`config.mk`:
```
export PLATFORM = sky130hd
export DESIGN_NAME = lr_check_arbiter
export DESIGN_NICKNAME = d
export VERILOG_FILES = /design/src/rtl/lr_check_arbiter.sv
export SDC_FILE = /design/constraint.sdc
export NUM_CORES = 1
export LEC_CHECK = 0
export CAP_MARGIN = 15
export CORE_MARGIN = 2
export CORE_UTILIZATION = 27
export DETAILED_ROUTE_END_ITERATION = 8
export GPL_ROUTABILITY_DRIVEN = 1
export PLACE_DENSITY = 0.62
export SLEW_MARGIN = 10
export SYNTH_ARGS = -nofsm -noshare
export SYNTH_HDL_FRONTEND = slang
export SYNTH_SLANG_ARGS = --single-unit
```
`constraint.sdc`:
```
create_clock -name clk -period 2.3 [get_ports clk]
set_input_delay 0.23 -clock clk [delete_from_list [all_inputs] [get_ports clk]]
set_output_delay 0.23 -clock clk [all_outputs]
set_load 0.01 [all_outputs]
```
`src/rtl/lr_check_arbiter.sv`:
```
// Round-robin front end that shares one registered left==right operand checker between NREQ requesters.
// Accept in IDLE, verdict registered in CMP, held in RSP until taken: rsp_valid rises two edges after accept.
module lr_check_arbiter #(
    parameter int NREQ  = 4,
    parameter int WIDTH = 16,
    parameter int CNTW  = 16,
    localparam int IDW  = $clog2(NREQ)
) (
    input  logic                  clk,
    input  logic                  reset_n,
    input  logic [NREQ-1:0]       req_valid,
    output logic [NREQ-1:0]       req_ready,
    input  logic [NREQ*4-1:0]     req_op,
    input  logic [NREQ*WIDTH-1:0] req_left,
    input  logic [NREQ*WIDTH-1:0] req_right,
    input  logic [NREQ-1:0]       req_const,
    input  logic [NREQ-1:0]       req_ignore,
    output logic                  rsp_valid,
    input  logic                  rsp_ready,
    output logic [IDW-1:0]        rsp_id,
    output logic                  rsp_warn,
    output logic                  rsp_suppressed,
    input  logic                  cnt_clr,
    output logic [CNTW-1:0]       warn_count,
    output logic [CNTW-1:0]       supp_count
);

    typedef enum logic [1:0] {IDLE, CMP, RSP} state_t;

    localparam logic [3:0] OP_SHL   = 4'd5;
    localparam logic [3:0] OP_ASHL  = 4'd6;
    localparam logic [3:0] OP_TIMES = 4'd9;
    localparam logic [3:0] OP_MOD   = 4'd13;

    state_t           state;
    logic [IDW-1:0]   rr_ptr;
    logic [IDW-1:0]   id_q;
    logic [3:0]       op_q;
    logic [WIDTH-1:0] left_q;
    logic [WIDTH-1:0] right_q;
    logic             const_q;
    logic             ignore_q;

    logic             gnt_vld;
    logic [IDW-1:0]   gnt_idx;
    logic             raw_match;
    logic             warnable;
    logic             exempt;
    logic             hit;

    function automatic logic [IDW-1:0] wrap_idx(input int base, input int k);
        int s;
        s = base + k;
        if (s >= NREQ) s = s - NREQ;
        return s[IDW-1:0];
    endfunction

    // Scan starts one past the last served requester, so the last winner has lowest priority.
    always_comb begin
        gnt_vld = 1'b0;
        gnt_idx = '0;
        for (int k = 1; k <= NREQ; k++) begin
            if (!gnt_vld && req_valid[wrap_idx(int'(rr_ptr), k)]) begin
                gnt_vld = 1'b1;
                gnt_idx = wrap_idx(int'(rr_ptr), k);
            end
        end
    end

    always_comb begin
        req_ready = '0;
        if (state == IDLE && gnt_vld) req_ready[gnt_idx] = 1'b1;
    end

    // Shift-by-one of two literals (1<<1) is an idiom, not a copy/paste slip.
    always_comb begin
        raw_match = (left_q == right_q);
        warnable  = (op_q != OP_TIMES) && (op_q <= OP_MOD);
        exempt    = ((op_q == OP_SHL) || (op_q == OP_ASHL)) && const_q &&
                    (left_q == WIDTH'(1)) && (right_q == WIDTH'(1));
        hit       = raw_match && warnable && !exempt;
    end

    always_ff @(posedge clk or negedge reset_n) begin
        if (!reset_n) begin
            state          <= IDLE;
            rr_ptr         <= IDW'(NREQ - 1);
            id_q           <= '0;
            op_q           <= '0;
            left_q         <= '0;
            right_q        <= '0;
            const_q        <= 1'b0;
            ignore_q       <= 1'b0;
            rsp_valid      <= 1'b0;
            rsp_id         <= '0;
            rsp_warn       <= 1'b0;
            rsp_suppressed <= 1'b0;
        end else begin
            case (state)
                IDLE: begin
                    if (gnt_vld) begin
                        id_q     <= gnt_idx;
                        op_q     <= req_op[int'(gnt_idx)*4 +: 4];
                        left_q   <= req_left[int'(gnt_idx)*WIDTH +: WIDTH];
                        right_q  <= req_right[int'(gnt_idx)*WIDTH +: WIDTH];
                        const_q  <= req_const[gnt_idx];
                        ignore_q <= req_ignore[gnt_idx];
                        state    <= CMP;
                    end
                end
                CMP: begin
                    rsp_id         <= id_q;
                    rsp_warn       <= hit && !ignore_q;
                    rsp_suppressed <= hit && ignore_q;
                    rsp_valid      <= 1'b1;
                    state          <= RSP;
                end
                RSP: begin
                    if (rsp_ready) begin
                        rsp_valid <= 1'b0;
                        rr_ptr    <= id_q;
                        state     <= IDLE;
                    end
                end
                default: state <= IDLE;
            endcase
        end
    end

    // Clear wins over a coincident increment; counts stick at all-ones.
    always_ff @(posedge clk or negedge reset_n) begin
        if (!reset_n) begin
            warn_count <= '0;
            supp_count <= '0;
        end else if (cnt_clr) begin
            warn_count <= '0;
            supp_count <= '0;
        end else if (state == RSP && rsp_valid && rsp_ready) begin
            if (rsp_warn && warn_count != '1)       warn_count <= warn_count + 1'b1;
            if (rsp_suppressed && supp_count != '1) supp_count <= supp_count + 1'b1;
        end
    end

endmodule

```
==> results of run 1 <==
[power breakdown]
part	total (uW)	leakage [uW]	internal, uW	switching, uW
Combinational	3300	0.00201	1590	1710
Clock	1580	0.000153	984	593
Sequential	2340	0.000999	1870	470
Total	7220	0.00316	4440	2770
[how the worst max path moves through the flow]
| stage | to | slack [ps] | startpoint | depth (start not counted) |
|---|---|---|---|---|
| floorplan | supp_count[13] | 440 | supp_count[0] | 7 |
| global placement | req_ready[2] | -340 | req_valid[1] | 7 |
| detailed placement | req_ready[3] | -360 | req_valid[1] | 7 |
| CTS | req_ready[1] | 4 | rr_ptr[0] | 7 |
| global route | req_ready[0] | 7 | rr_ptr[1] | 5 |
| finish | req_ready[0] | 90 | rr_ptr[1] | 5 |
[cells by family (layout without fill, tap and decap cells)]
kind of cell	Yosys count	in the layout
AO/OA/AOI/OAI	114	114
flip-flops	81	81
adder cells (fa/ha/maj)	2	2
multiplexers	44	44
AND/OR/NAND/NOR	236	236
XOR/XNOR	41	41
buffers and inverters	45	266
[stage by stage]
step           hold WS, ps  utilization [%]  setup TNS (ps)  power (uW)
2_1_floorplan        -65.6                -               0        4240
3_3_place_gp           132             40.6           -2080        5530
3_5_place_dp           135             40.6           -2450        5580
4_1_cts                307             42.8               0        7280
5_1_grt                341             42.9               0        7700
6_report               312             42.9               0        7220
[area by class of cell]
cell class,count,area [sq um],area share (%)
Sequential cell,81,2030,25.1
Timing Repair Buffer,242,2350,29.1
Clock inverter,4,76.3,0.945
Multi-Input combinational cell,437,3020,37.4
Clock buffer,12,246,3.05
Inverter,8,30.0,0.372
Tap cell,260,325,4.03
[registers in the layout (all words and copies together), names as in the netlist, 2 cells and up]
register	count
left_q	16
right_q	16
supp_count	16
warn_count	16
op_q	4
id_q	2
rr_ptr	2
rsp_id	2
state	2
[Yosys cell counts (all sizes together), types with 13 or more instances]
| cell type | count | share of area, % |
|---|---|---|
| nor3 | 26 | 2.8 |
| clkbuf | 16 | 1.2 |
| buf | 21 | 2.5 |
| nor3b | 21 | 3.0 |
| xor2 | 21 | 3.5 |
| a211oi | 82 | 13 |
| dfrtp | 79 | 38 |
| mux2i | 42 | 8.1 |
| nor2 | 75 | 5.5 |
| nand4 | 19 | 2.3 |
| nand2 | 36 | 2.6 |
| a21oi | 13 | 1.3 |
| xnor2 | 20 | 3.4 |
[worst reg2reg max path: stages, from the launching register on]
cell	delay [ps]
dfstp_2	590
mux2i_1	220
o22ai_2	130
nor2_2	220
buf_4	340
mux2i_1	310
a211oi_1	110
[repair_timing]
item                                   CTS  global route
gates cloned                             2             0
setup endpoints to repair                4             5
resized for setup                       17             9
hold buffers                             1             0
buffers inserted                         5             2
endpoints found under the hold margin   18             0
pin swaps                                3             2
[layer usage]
| metal | up-vias | routed length, um |
|---|---|---|
| met1 | 2395 | 7890 |
| met3 | 14 | 1090 |
| met5 | - | 0 |
| met4 | 0 | 242 |
| met2 | 165 | 8420 |
| li1 | 2506 | - |
[layout by cell type, fill, tap and decap left out, types with 8 or more instances in the layout]
master           count
a211oi_1            71
nor3b_1             21
clkbuf_16            9
nor4_1               9
nand3_1              9
a21oi_1             10
xnor2_1             20
and3_1               9
buf_4               33
mux2i_1             42
clkdlybuf4s50_1    193
nand4_1             19
inv_1                8
a211oi_2            10
xor2_1              21
nor2_1              72
dfrtp_1             79
nand2_1             35
nor3_1              24
==> reports/qor.yml, run 1 <==
p_per_area_mw_per_mm2: 893
fmax_mhz: 453
syn_inst: 563
crit_path_start_kind: "flop"
worst_setup_path_end_kind: "primary output"
clock_latency_ps: 340
drv_cap: 0
synth_ff_type: "dfrtp_1"
min_period_ps: 2210
max_stage_delay_ps: 590
grt_max_degree: 40
layout_setup_ws_ps: 90.2
crit_required_ps: 2070
clock_path_buffers: 2
overflow: 0
first_global_vias: 5087
core_sq_mm: 0.0188
gp_congestion: 0.878
yosys.area_share.simple_pct: 23.7
fp.dieH_um: 143
initial_core_util_pct: 27.6
crit_fanout: 6
synth_xor_area_share_pct: 6.90
grt-busiest-layer: "met2"
fin_crit_sh_pct: 96.1
syn-num-nets: 725
path_clk_slew_ps: 60
setup_violations: 0
crit_family: "flip-flops"
hold_path.class: "input pin to asynchronous set/reset pin"
finalWirelength_mm: 17.6
use_met2_pct: 29.5
wl_per_cell_um: 16.9
via_per_inst: 4.87
cts_sinks: 81
reg2reg_slack_ps: 250
cp_data_arrival_time_ps: 1980
ys_types: 54
gr-usage-met3_pct: 4.23
criticalPathCategory: "flop to primary output"
rr_worst_depth: 6
fin_worst_skew_ps: 7.52
synth.avg_cell_area_sq_um: 9.25
ant_nets: 0
io_pins: 201
placed_area_sq_mm: 0.00765
first_iter_violations: 196
die_w_um: 143
path_cells: "mux2i_1 > o22ai_2 > or2_4 > nor2_4 > dlygate4sd2_1"
cts_tree: "done"
areaGrowthSynthToFinish_pct: 55.2
vdd_drop_max_mv: 0.452
met1_usage_pct: 22.9
pre_cts_slack_ps: -360
yosys_warnings: 0
htreeDepth: 3
drc_errors: 0
diodes: 0
p_leak_uw: 0.00316
rsz0062_at_grt: "false"
place_hpwl_mm: 13.9
fin_area_sq_mm: 0.00808
seq_area_frac_synth_pct: 39.0
synth_adder_area_share_pct: 0.481
fillers: 1895
num_vias: 5080
status: "finished, final reports clean"
cts_root_buffer: "clkbuf_16"
io_buffers: 200
grt_usage_pct: 17.5
dr.pass1.iters: 4
nNetsFinal: 941
die-area_sq_mm: 0.0204
synth_edf_count: 0
synth_top_family_by_area: "simple AND/OR/NAND/NOR gates"
ys_ff_latch: 81
async_flop_share_pct: 100
hold_viol_final: 0
cts_buffers: 9
cp_num_buf_inv: 1
synth_compound_area_share_pct: 17.2
max-slew-margin-rel_pct: 63.9
timing_worst_slew_pin_value_ps: 536
rows: 50
slew_viol_final: 0
synth_mux_area_share_pct: 8.51
antenna_found_initial: 0
r2r-start: "rr_ptr[1]"
crit_slowest_cell: "dfstp_2"
placed_cells: 1018
reg2reg_to: "right_q[15]"
synth_area_sq_mm: 0.00520
drive_gt1_share_pct: 12.2
finalNonFillerCells: 1044
grt_pass1_wl_mm: 27.7
Note: power is estimated with default switching activity, not from simulation.
==> run 2, diff against run 1 <==
- PLACE_DENSITY: 0.62 -> 0.55
==> reports/qor.yml, run 2 (synthesis gave the netlist of run 1 again) <==
cts_sinks: 81  # unchanged
io_pins: 201  # unchanged
cts_tree: "done"  # unchanged
path_clk_slew_ps: 60  # about the same
cp_num_buf_inv: 1  # unchanged
nNetsFinal: 939  # was 941
crit_slowest_cell: "dfstp_2"  # unchanged
antenna_found_initial: 1  # was 0
placed_cells: 1017  # was 1018
max_stage_delay_ps: 580  # was 590 ps
clock_latency_ps: 340  # about the same
path_cells: "nand2b_4 > a21oi_2 > or3_4 > nor2b_4 > and2_1 > buf_2"  # was mux2i_1 > o22ai_2 > or2_4 > nor2_4 > dlygate4sd2_1
core_sq_mm: 0.0188  # unchanged
first_global_vias: 5262  # was 5087
comb_power_share_pct: 44.8  # was 45.7%
first_iter_violations: 312  # was 196
grt_max_degree: 49  # was 40
finalNonFillerCells: 1043  # was 1044
switching_share_pct: 37.6  # was 38.4%
areaGrowthSynthToFinish_pct: 55.9  # was 55.2%
p_sw_uw: 2750  # was 2770 uW
ant_nets: 0  # unchanged
htreeDepth: 3  # unchanged
ff_latch_area_sq_mm: 0.00203  # unchanged
hold_path.class: "input pin to asynchronous set/reset pin"  # unchanged
setup.worst_path.start: "rr_ptr[0]"  # was rr_ptr[1]
clock_power_share_pct: 23.0  # was 21.9%
r2r-start: "rr_ptr[1]"  # unchanged
crit_path_start_kind: "flop"  # unchanged
setup_violations: 0  # unchanged
multiInputGateArea_sq_mm: 0.00302  # about the same
drv_cap: 0  # unchanged
finalWirelength_mm: 17.9  # was 17.6 mm
status: "finished, final reports clean"  # unchanged
grt_pass1_wl_mm: 27.6  # was 27.7 mm
initial_core_util_pct: 27.6  # unchanged
cts_buffers: 9  # unchanged
via_per_inst: 5.03  # was 4.87
wl_per_cell_um: 17.2  # was 16.9 um
min_period_ps: 2190  # was 2210 ps
crit_family: "simple AND/OR/NAND/NOR gates"  # was flip-flops
place_hpwl_mm: 14.0  # was 13.9 mm
tns_ps: 0  # unchanged
final_common_cell: "clkdlybuf4s50_1"  # unchanged
die_w_um: 143  # unchanged
overflow: 0  # unchanged
cp_data_arrival_time_ps: 1960  # was 1980 ps
pre_cts_slack_ps: -322  # was -360 ps
io_buffers: 200  # unchanged
grt_usage_pct: 17.5  # about the same
drive_gt1_share_pct: 12.3  # was 12.2%
p_leak_uw: 0.00317  # was 0.00316 uW
gp_congestion: 0.901  # was 0.878
critical_path_cell_count: 6  # was 5
num_vias: 5242  # was 5080
crit_required_ps: 2070  # about the same
fin_crit_sh_pct: 95.4  # was 96.1%
pwr-share-seq_pct: 32.2  # was 32.4%
max-slew-margin-rel_pct: 56.3  # was 63.9%
fillers: 1825  # was 1895
fin_area_sq_mm: 0.00811  # was 0.00808 sq mm
rr_worst_depth: 7  # was 6
cts_root_buffer: "clkbuf_16"  # unchanged
fin_worst_skew_ps: 10.7  # was 7.52 ps
drc_errors: 0  # unchanged
criticalPathCategory: "flop to primary output"  # unchanged
finalPower_uw: 7330  # was 7220 uW
layout_setup_ws_ps: 106  # was 90.2 ps
timing_worst_slew_pin_value_ps: 656  # was 536 ps
rows: 50  # unchanged
final_cell_mix: "clkdlybuf4s50_1, dfrtp_1, nor2_1, a211oi_1, mux2i_1"  # unchanged
p_per_area_mw_per_mm2: 904  # was 893 mW/mm^2
placed_area_sq_mm: 0.00765  # about the same
clock_path_buffers: 2  # unchanged
die-area_sq_mm: 0.0204  # unchanged
fmax_mhz: 456  # was 453 MHz
intPower_uw: 4580  # was 4440 uW
slew_viol_final: 0  # unchanged
fp.dieH_um: 143  # unchanged
worst_setup_path_end_kind: "primary output"  # unchanged
vdd_drop_max_mv: 0.418  # was 0.452 mV
crit_fanout: 6  # unchanged
hold_viol_final: 0  # unchanged
rsz0062_at_grt: "false"  # unchanged
dr.pass1.iters: 5  # was 4
## run 2: changes by cell type in the layout (fill, tap and decap cells not counted), moves of 2 or more
cell,before,now
mux2i_1,42,40
nor2_1,72,74
buf_4,33,29
mux2i_2,0,2
## run 2: repair_timing
| action | 4_1_cts | 5_1_grt |
|---|---|---|
| gates cloned | 2 | 0 |
| gates resized for setup | 18 | 11 |
| hold buffers | 1 | 0 |
| setup endpoints to repair | 4 | 6 |
| pin swaps | 2 | 1 |
| setup buffers | 4 | 2 |
| hold endpoints to repair | 47 | 0 |
## run 2: area by class of cell
cell class,count,area share (%)
repair buffers,240,28.9
flip-flops and latches,81,25.0
well taps,260,4.01
multi-input cells,437,37.3
clock buffers,12,3.16
clock inverters,4,1.22
diodes,1,0.0308
inverters,8,0.370
## run 2: final timing paths
check	end	slack, ps
setup / recovery	req_ready[3]	110
hold / removal	supp_count[9]	460
setup reg to reg	right_q[2]	200
hold reg to reg	rsp_warn	480
max in group asynchronous	rr_ptr[0]	1180
min in group clk	rsp_warn	480
## run 2: through the flow
step | util [%] | hold WS [ps]
CTS | 43.0 | 478
global route | 43.1 | 487
detailed placement | 40.6 | 302
floorplan | - | -65.6
global placement | 40.6 | 293
finish | 43.1 | 460
## run 2: per-layer routing
metal	wire, um	vias to the layer above	track usage [%]
li1	-	2502	-
met1	7630	2523	21.9
met2	8780	192	30.2
met4	269	2	4.33
met5	11	-	0
met3	1210	23	4.56
## run 2: power groups by stage
stage                     clock network, uW  registers (uW)  logic [uW]
after floorplan                           0            2200        2040
after detailed placement                  0            2380        3190
after global routing                   1790            2420        3620
final                                  1690            2360        3280
after global placement                    0            2380        3110
after CTS                              1740            2360        3290
==> run 3, diff against run 2 <==
- RECOVER_POWER: default -> 25
==> reports/qor.yml, run 3 (synthesis gave the netlist of run 1 again) <==
layout_setup_ws_ps: 106  # unchanged
cts_root_buffer: "clkbuf_16"  # unchanged
cts_tree: "done"  # unchanged
critPathCapture: "req_ready[3]"  # unchanged
pre_cts_slack_ps: -322  # unchanged
timing_worst_slew_pin_value_ps: 1270  # was 656 ps
min_period_ps: 2190  # unchanged
rr_worst_depth: 7  # unchanged
final_cell_mix: "clkdlybuf4s50_1, dfrtp_1, nor2_1, a211oi_1, mux2i_1"  # unchanged
clock_path_buffers: 2  # unchanged
dr.pass1.iters: 5  # unchanged
clock_latency_ps: 340  # about the same
die_w_um: 143  # unchanged
crit_fanout: 6  # unchanged
wl_per_cell_um: 17.2  # unchanged
first_global_vias: 5262  # unchanged
r2r-start: "rr_ptr[1]"  # unchanged
path_clk_slew_ps: 60  # about the same
gp_congestion: 0.901  # unchanged
fin_worst_skew_ps: 10.7  # about the same
cp_data_arrival_time_ps: 1960  # about the same
fmax_mhz: 456  # unchanged
p_per_area_mw_per_mm2: 904  # about the same
fin_crit_sh_pct: 95.4  # unchanged
max-slew-margin-rel_pct: 15.1  # was 56.3%
drive_gt1_share_pct: 12.3  # unchanged
grt_max_degree: 49  # unchanged
ant_nets: 0  # unchanged
via_per_inst: 5.03  # unchanged
io_buffers: 200  # unchanged
grt_usage_pct: 17.5  # unchanged
p_leak_uw: 0.00317  # about the same
setup_violations: 0  # unchanged
slew_viol_final: 0  # unchanged
setup.worst_path.start: "rr_ptr[0]"  # unchanged
reg2reg_slack_ps: 200  # about the same
first_iter_violations: 312  # unchanged
rows: 50  # unchanged
io_pins: 201  # unchanged
hold_viol_final: 0  # unchanged
cts_buffers: 9  # unchanged
vdd_drop_max_mv: 0.418  # about the same
final_common_cell: "clkdlybuf4s50_1"  # unchanged
htreeDepth: 3  # unchanged
antenna_found_initial: 1  # unchanged
core_sq_mm: 0.0188  # unchanged
drc_errors: 0  # unchanged
fin_area_sq_mm: 0.00811  # about the same
rsz0062_at_grt: "false"  # unchanged
areaGrowthSynthToFinish_pct: 55.8  # was 55.9%
crit_path_start_kind: "flop"  # unchanged
cts_sinks: 81  # unchanged
grt_pass1_wl_mm: 27.6  # unchanged
hold_path.class: "flop to flop"  # was input pin to asynchronous set/reset pin
finalPower_uw: 7330  # about the same
worst_setup_path_end_kind: "primary output"  # unchanged
fp.dieH_um: 143  # unchanged
num_vias: 5242  # unchanged
place_hpwl_mm: 14.0  # unchanged
overflow: 0  # unchanged
initial_core_util_pct: 27.6  # unchanged
reg2reg_to: "right_q[2]"  # unchanged
die-area_sq_mm: 0.0204  # unchanged
status: "finished, final reports clean"  # unchanged
crit_required_ps: 2070  # about the same
finalWirelength_mm: 17.9  # unchanged
drv_cap: 0  # unchanged
nNetsFinal: 939  # unchanged
criticalPathCategory: "flop to primary output"  # unchanged
placed_area_sq_mm: 0.00765  # unchanged
## run 3: metrics by stage
step                      TNS [ps]  util, %  hold WS, ps  cells
after global placement       -2100     40.6          293   1017
after detailed placement     -2830     40.6          302   1017
final                            0     43.1          477   1043
after floorplan                  0        -        -65.6    563
after global routing             0     43.1          487   1042
after CTS                        0     43.0          478   1040
## run 3: power breakdown
| group | leakage (uW) | internal [uW] | switching [uW] |
|---|---|---|---|
| Clock | 0.000173 | 1120 | 565 |
| Combinational | 0.00200 | 1590 | 1690 |
| Sequential | 0.000999 | 1870 | 496 |
| Total | 0.00317 | 4580 | 2750 |
## run 3: final cells by class
type	instances	area, sq um
Antenna cell	1	2.50
Clock buffer	12	256
Clock inverter	4	98.8
Fill cell	1826	10700
Inverter	8	30.0
Multi-Input combinational cell	437	3020
Sequential cell	81	2030
Tap cell	260	325
Timing Repair Buffer	240	2340
## run 3: worst min-delay path by stage
stage	from	to	slack, ps	depth (start not counted)
6_report	ignore_q	rsp_warn	480	1
5_1_grt	ignore_q	rsp_warn	490	1
4_1_cts	reset_n	supp_count[9]	480	2
3_5_place_dp	reset_n	supp_count[9]	300	1
3_3_place_gp	reset_n	supp_count[9]	290	1
2_1_floorplan	reset_n	const_q	-70	0
## run 3: worst max-delay path, cell delays in order, from the launching register on
cell and delay [ps]:
dfstp_2 580, nand2b_4 140, a21oi_2 90, or3_4 380, nor2b_4 140, and2_1 140, buf_2 160
## run 3: layer usage
| metal | wire length (um) | global-route usage [%] | part of all wire (%) | vias up |
|---|---|---|---|---|
| met5 | 11 | 0 | 0.061 | - |
| met4 | 269 | 4.33 | 1.5 | 2 |
| met3 | 1210 | 4.56 | 6.8 | 23 |
| met2 | 8780 | 30.2 | 49 | 192 |
| met1 | 7630 | 21.9 | 43 | 2523 |
| li1 | - | - | - | 2502 |
## run 3: what timing repair did
item / 4_1_cts / 5_1_grt
cloned: 2 / 0
hold endpoints to repair: 47 / 0
gates resized for setup: 18 / 11
setup buffers: 4 / 2
setup endpoints to repair: 4 / 6
hold buffers: 1 / 0
pin swaps: 2 / 1
